### src/rtl/switch_sequencer_if.sv
// Host-side bundle for switch_sequencer: table load handshake, run control and status.
interface switch_sequencer_if #(
   parameter int unsigned TW = 16
);
   logic          load_valid;
   logic [TW-1:0] load_time;
   logic          load_ready;
   logic          clr;
   logic          start;
   logic          abort;
   logic          ctrl;
   logic          busy;
   logic          done;
   logic          err;

   modport master (
      output load_valid, load_time, clr, start, abort,
      input  load_ready, ctrl, busy, done, err
   );

   modport slave (
      input  load_valid, load_time, clr, start, abort,
      output load_ready, ctrl, busy, done, err
   );
endinterface

### src/rtl/switch_sequencer.sv
// Timing generator: toggles a control level at each programmed tick of a strictly
// increasing time table, driving the controlling node of the switch/relay stage.
module switch_sequencer #(
   parameter int unsigned TW    = 16,
   parameter int unsigned DEPTH = 8,
   parameter bit          INIT  = 1'b0
) (
   input  logic              clk,
   input  logic              rst_n,
   switch_sequencer_if.slave bus
);
   localparam int unsigned   CW   = $clog2(DEPTH + 1);
   localparam int unsigned   IW   = (DEPTH > 1) ? $clog2(DEPTH) : 1;
   localparam logic [CW-1:0] FULL = CW'(DEPTH);

   typedef enum logic {StIdle, StRun} state_e;

   state_e        r_state, w_state_d;
   logic [CW-1:0] r_count, w_count_d;
   logic [IW-1:0] r_idx, w_idx_d;
   logic [TW-1:0] r_timer, w_timer_d;
   logic          r_ctrl, w_ctrl_d;
   logic          r_busy, w_busy_d;
   logic          r_done, w_done_d;
   logic          r_err, w_err_d;
   logic [TW-1:0] r_table [DEPTH];

   logic          w_load_ready;
   logic          w_wr_en;
   logic          w_match;
   logic          w_last;
   logic [IW-1:0] w_wr_idx;
   logic [IW-1:0] w_prev_idx;
   logic [TW-1:0] w_prev_time;

   assign w_wr_idx     = r_count[IW-1:0];
   assign w_prev_idx   = w_wr_idx - IW'(1);
   assign w_prev_time  = r_table[w_prev_idx];
   assign w_match      = (r_timer == r_table[r_idx]);
   assign w_last       = (CW'(r_idx) == (r_count - CW'(1)));
   assign w_load_ready = (r_state == StIdle) && (r_count < FULL) && !bus.clr && !bus.start;

   always_comb begin
      w_state_d = r_state;
      w_count_d = r_count;
      w_idx_d   = r_idx;
      w_timer_d = r_timer;
      w_ctrl_d  = r_ctrl;
      w_busy_d  = r_busy;
      w_done_d  = 1'b0;
      w_err_d   = r_err;
      w_wr_en   = 1'b0;
      case (r_state)
         StIdle: begin
            if (bus.clr) begin
               w_count_d = '0;
               w_err_d   = 1'b0;
            end else if (bus.start) begin
               if (r_count != '0) begin
                  w_state_d = StRun;
                  w_timer_d = '0;
                  w_idx_d   = '0;
                  w_ctrl_d  = INIT;
               end
            end else if (bus.load_valid && w_load_ready) begin
               // Non-increasing times complete the handshake but are dropped.
               if ((r_count == '0) || (bus.load_time > w_prev_time)) begin
                  w_wr_en   = 1'b1;
                  w_count_d = r_count + CW'(1);
               end else begin
                  w_err_d = 1'b1;
               end
            end
         end
         StRun: begin
            if (bus.abort) begin
               w_state_d = StIdle;
               w_ctrl_d  = INIT;
               w_busy_d  = 1'b0;
            end else if (!r_busy) begin
               // Arming cycle after start: timer held at 0, busy rises next edge.
               w_busy_d = 1'b1;
            end else begin
               w_timer_d = r_timer + TW'(1);
               if (w_match) begin
                  w_ctrl_d = ~r_ctrl;
                  w_idx_d  = r_idx + IW'(1);
                  if (w_last) begin
                     w_state_d = StIdle;
                     w_busy_d  = 1'b0;
                     w_done_d  = 1'b1;
                  end
               end
            end
         end
         default: w_state_d = StIdle;
      endcase
   end

   always_ff @(posedge clk or negedge rst_n) begin
      if (!rst_n) begin
         r_state <= StIdle;
         r_count <= '0;
         r_idx   <= '0;
         r_timer <= '0;
         r_ctrl  <= INIT;
         r_busy  <= 1'b0;
         r_done  <= 1'b0;
         r_err   <= 1'b0;
      end else begin
         r_state <= w_state_d;
         r_count <= w_count_d;
         r_idx   <= w_idx_d;
         r_timer <= w_timer_d;
         r_ctrl  <= w_ctrl_d;
         r_busy  <= w_busy_d;
         r_done  <= w_done_d;
         r_err   <= w_err_d;
      end
   end

   // Table storage needs no reset: r_count alone defines which entries are valid.
   always_ff @(posedge clk) begin
      if (w_wr_en) begin
         r_table[w_wr_idx] <= bus.load_time;
      end
   end

   assign bus.load_ready = w_load_ready;
   assign bus.ctrl       = r_ctrl;
   assign bus.busy       = r_busy;
   assign bus.done       = r_done;
   assign bus.err        = r_err;
endmodule
### src/flat_wrapper.sv
// flat-port wrapper written by rule: the top's interface ports become plain ports
module switch_sequencer_flat 
#(
   parameter int unsigned TW    = 16,
   parameter int unsigned DEPTH = 8,
   parameter bit          INIT  = 1'b0
)
  (clk, rst_n, bus_load_valid, bus_load_time, bus_clr, bus_start, bus_abort, bus_load_ready, bus_ctrl, bus_busy, bus_done, bus_err);
  switch_sequencer_if #(.TW(TW)) bus_i ();
  input  logic clk;
  input  logic rst_n;
  input wire logic [$bits(bus_i.load_valid)-1:0] bus_load_valid;
  input wire logic [$bits(bus_i.load_time)-1:0] bus_load_time;
  input wire logic [$bits(bus_i.clr)-1:0] bus_clr;
  input wire logic [$bits(bus_i.start)-1:0] bus_start;
  input wire logic [$bits(bus_i.abort)-1:0] bus_abort;
  output wire logic [$bits(bus_i.load_ready)-1:0] bus_load_ready;
  output wire logic [$bits(bus_i.ctrl)-1:0] bus_ctrl;
  output wire logic [$bits(bus_i.busy)-1:0] bus_busy;
  output wire logic [$bits(bus_i.done)-1:0] bus_done;
  output wire logic [$bits(bus_i.err)-1:0] bus_err;
  assign bus_i.load_valid = bus_load_valid;
  assign bus_i.load_time = bus_load_time;
  assign bus_i.clr = bus_clr;
  assign bus_i.start = bus_start;
  assign bus_i.abort = bus_abort;
  assign bus_load_ready = bus_i.load_ready;
  assign bus_ctrl = bus_i.ctrl;
  assign bus_busy = bus_i.busy;
  assign bus_done = bus_i.done;
  assign bus_err = bus_i.err;
  switch_sequencer #(.TW(TW), .DEPTH(DEPTH), .INIT(INIT)) u_core (.clk(clk), .rst_n(rst_n), .bus(bus_i));
endmodule
### config.mk
export PLATFORM = sky130hd
export DESIGN_NAME = switch_sequencer_flat
export DESIGN_NICKNAME = d
export VERILOG_FILES = /design/src/rtl/switch_sequencer_if.sv /design/src/rtl/switch_sequencer.sv /design/src/flat_wrapper.sv
export SDC_FILE = /design/constraint.sdc
export NUM_CORES = 1
export LEC_CHECK = 0
export ABC_AREA = 1
export CORE_MARGIN = 10
export CORE_UTILIZATION = 50
export CTS_BUF_LIST = sky130_fd_sc_hd__clkbuf_4
export DETAILED_ROUTE_END_ITERATION = 8
export PLACE_DENSITY = 0.67
export SLEW_MARGIN = 0
export SYNTH_ARGS = -nofsm -noshare
export SYNTH_HDL_FRONTEND = slang
export SYNTH_SLANG_ARGS = --single-unit
### constraint.sdc
create_clock -name clk -period 14.03 [get_ports clk]
set_input_delay 2.806 -clock clk [delete_from_list [all_inputs] [get_ports clk]]
set_output_delay 2.806 -clock clk [all_outputs]
set_load 0.1 [all_outputs]
==> key figures <==
Final layout
  • Nets@finish: 1,093
  • Area grow syn2layout: 8.65%
  • Multi-input gate area: 3390 um^2
  • Post-route insts no fill: 1,290
  • Layout cells sized above 1: 0.0714
  • Layout filler cell count: 1,591
  • Sequential cell area: 4550 um^2

Critical path
  • Cell Chain, Critical Path: clkdlybuf4s50_1, nor2_1, inv_1, nor3_1, clkdlybuf4s50_1
  • Crit. End Element: output pin
  • Crit Path Category: in -> out
  • CP max stage cell: clkdlybuf4s50_1
  • FF-to-FF path depth: 18
  • Critical Path RT: 11.22 ns
  • Worst path depth: 5
  • Largest stage delay, worst path: 1.18 ns
  • Cell family with most CP delay: buffers and inverters
  • Arr. time, crit path: 4.76 ns
  • Crit path buffers/inverters: 3
  • Critical path peak fanout: 2
  • Critical path launch point type: input port
  • Cell mode on critical path: clkdlybuf4s50_1

Power and ir drop
  • Cell Pwr Density: 156 nW/um^2
  • Total power: 1.47 mW
  • Peak VDD IR: 128 uV
  • Leakage: 4.01 nW

STA
  • Final Hold Viols: 0
  • Slew at the pin closest to its max-slew limit: 1.14 ns
  • Worst Slack Setup Final: 6.46 ns
  • Tmin final: 7.57 ns
  • Final setup vio count: 0
  • Final cycle utilization of the critical path: 0.540
  • Final max-slew violation count: 0
  • Max Freq: 0.132 GHz
  • Worst hold slack: 0.540 ns
  • Slew margin rel.: 0.241
  • Setup tns final: 0 ns
  • Clk_skew: 0.0294 ns
  • RSZ-0062 raised after global routing: false

CTS
  • Hold_buf cts: 0
  • Postcts setup bufs: 0
  • H-tree depth: 4
  • Post_cts resized: 0
  • Number of buffers created by CTS: 17
  • Clock tree sinks: 156
  • CTS tree: yes
  • Worst skew pair latency: 0.57 ns
  • Root Driver: clkbuf_4
  • Clock buffer depth: 2
  • Reg clk slew, reported paths: 0.12 ns

Drt
  • Highest routing layer actually used: met4
  • DR WL/cell: 17.9 um
  • Routed WL: 23.0 mm
  • WL met3: 1.80 mm
  • Drt drc: 0
  • M1 WL: 10.1 mm
  • Vias: 7,166
  • Vias/cell: 5.56
  • WL met2: 10.7 mm
  • DR pass1 iterations: 5
  • Iter 0 DRT Violations: 903
  • Post-route antenna net violation count: 0

Synthesis
  • Synth Area in Compound Gates: 0.109
  • Largest family of logic cells by synthesized area: simple AND/OR/NAND/NOR gates
  • Synth Cell Area: 8690 um^2
  • Mean post-synth cell area: 8.34 um^2
  • Synth cell types: 33
  • Synth Instances: 1,042
  • Post-Synth Simple-Gate Area: 0.242
  • Post-Syn Nets: 1,084
  • Sequential area share after synthesis: 0.523
  • Synth Area in Adders: 0.0288
  • Synth Register Bits: 156
  • Post-synthesis xor/xnor area fraction: 0.00605
  • Yosys Warn Count: 0
  • Mux contribution to synthesized area: 0

Floorplan
  • Width of the chip: 152 um
  • Die H: 152 um
  • Starting Density: 0.506
  • Row count: 48
  • Io pins: 27
  • Core region area: 17,200 um^2
  • Die footprint: 23,000 um^2

Placed design
  • Dpl hpwl: 13.6 mm
  • Post-placement cell count: 1,257
  • Dpl ws: 6.45 ns
  • PortBufs: 26
  • Placer Congestion: 0.844

Global route
  • Antenna violations before repair: 1
  • First-pass GRT wire length: 35.9 mm
  • GRT Total Usage: 0.195
  • Gr ovfl total: 0
  • Vias in the first global route: 6,662
  • Pin count of the biggest net entering global routing: 79

Flow run
  • Max-cap violations: 0

Outcome
  • Status: finished, final reports clean

Worst hold path
  • Min-delay worst type: reg -> reg
  • Hold Path Depth: 2
final timing paths:
| kind | endpoint | start | slack (ns) |
|---|---|---|---|
| worst max-delay path | bus_load_ready | bus_start | 6.46 |
| min in group asynchronous | u_core.r_idx[2] | rst_n | 2.62 |
| worst min-delay path | u_core.bus.err | u_core.bus.err | 0.54 |
| worst min register to register | u_core.bus.err | u_core.bus.err | 0.54 |
| max in group asynchronous | u_core.r_count[0] | rst_n | 11.09 |
| worst max register to register | u_core.r_table[7][0] | u_core.r_count[0] | 8.79 |
report_power, final:
part	switching [mW]	leakage, nW	internal, mW
Sequential	0.0265	1.53	0.529
Combinational	0.405	2.30	0.190
Clock	0.154	0.181	0.164
Total	0.586	4.01	0.884
Yosys cell counts, drive strengths merged:
master,n,area (um^2)
a32oi,1,8.76
ha,20,250
nor3,7,35.0
edfxtp,128,3840
clkbuf,27,101
a211oi,2,15.0
nor2,75,309
o221ai,5,43.8
nand3,132,691
nand3b,1,7.51
nand4,5,31.3
o21ai,94,470
dfrtp,28,701
a21oi,68,340
a31oi,2,12.5
nand2,272,1020
xor2,6,52.6
inv,133,499
a22oi,2,15.0
nor4,1,6.26
o31ai,1,7.51
clkinv,1,3.75
o22ai,5,31.3
buf,26,189
tightest hold or removal path, cell delays in order, from the launching register on:
cell	delay, ns
dfrtp_1	0.40
inv_1	0.05
a22oi_1	0.05
per-stage QoR:
stage / cell area, um^2 / utilization
2_1_floorplan: 8690 / -
3_3_place_gp: 9100 / 0.530
3_5_place_dp: 9100 / 0.530
4_1_cts: 9440 / 0.549
5_1_grt: 9440 / 0.550
6_report: 9440 / 0.550
registers in the layout, summed over array words and instances (netlist names):
register and flops:
u_core.bus.busy 1, u_core.bus.ctrl 1, u_core.bus.done 1, u_core.bus.err 1
u_core.r_count 4, u_core.r_idx 3, u_core.r_state 1, u_core.r_table 128
u_core.r_timer 16
cell usage in the layout (no fill, tap or decap), drive strengths merged, types with 6 or more instances in the layout:
master / n
nand3: 132
edfxtp: 128
clkbuf: 21
nor2: 75
dfrtp: 28
clkinv: 7
ha: 20
nor3: 7
xor2: 6
a21oi: 68
clkdlybuf4s50: 26
o21ai: 94
buf: 17
nand2: 272
inv: 133
cells by family after synthesis:
kind of cell,after synthesis
adders and majority gates,20
AOI/OAI and AO/OA,180
xor gates and xnor gates,6
and+or+nand+nor,493
DFF,156
buffers and inverters,187
area by class of cell:
type	count	share of cell area
sequential	156	0.482
timing repair buffer	43	0.0411
clock buffer	21	0.0167
tap	225	0.0298
antenna	1	0.000265
inverter	134	0.0533
clock inverter	11	0.0186
multi-input combinational	699	0.359
metal layers:
layer	GRT usage	vias to the layer above
li1	-	3495
met1	0.256	3348
met2	0.310	281
met3	0.0390	42
met4	0.0784	0
met5	0	-
(Power assumes the default switching activity.)
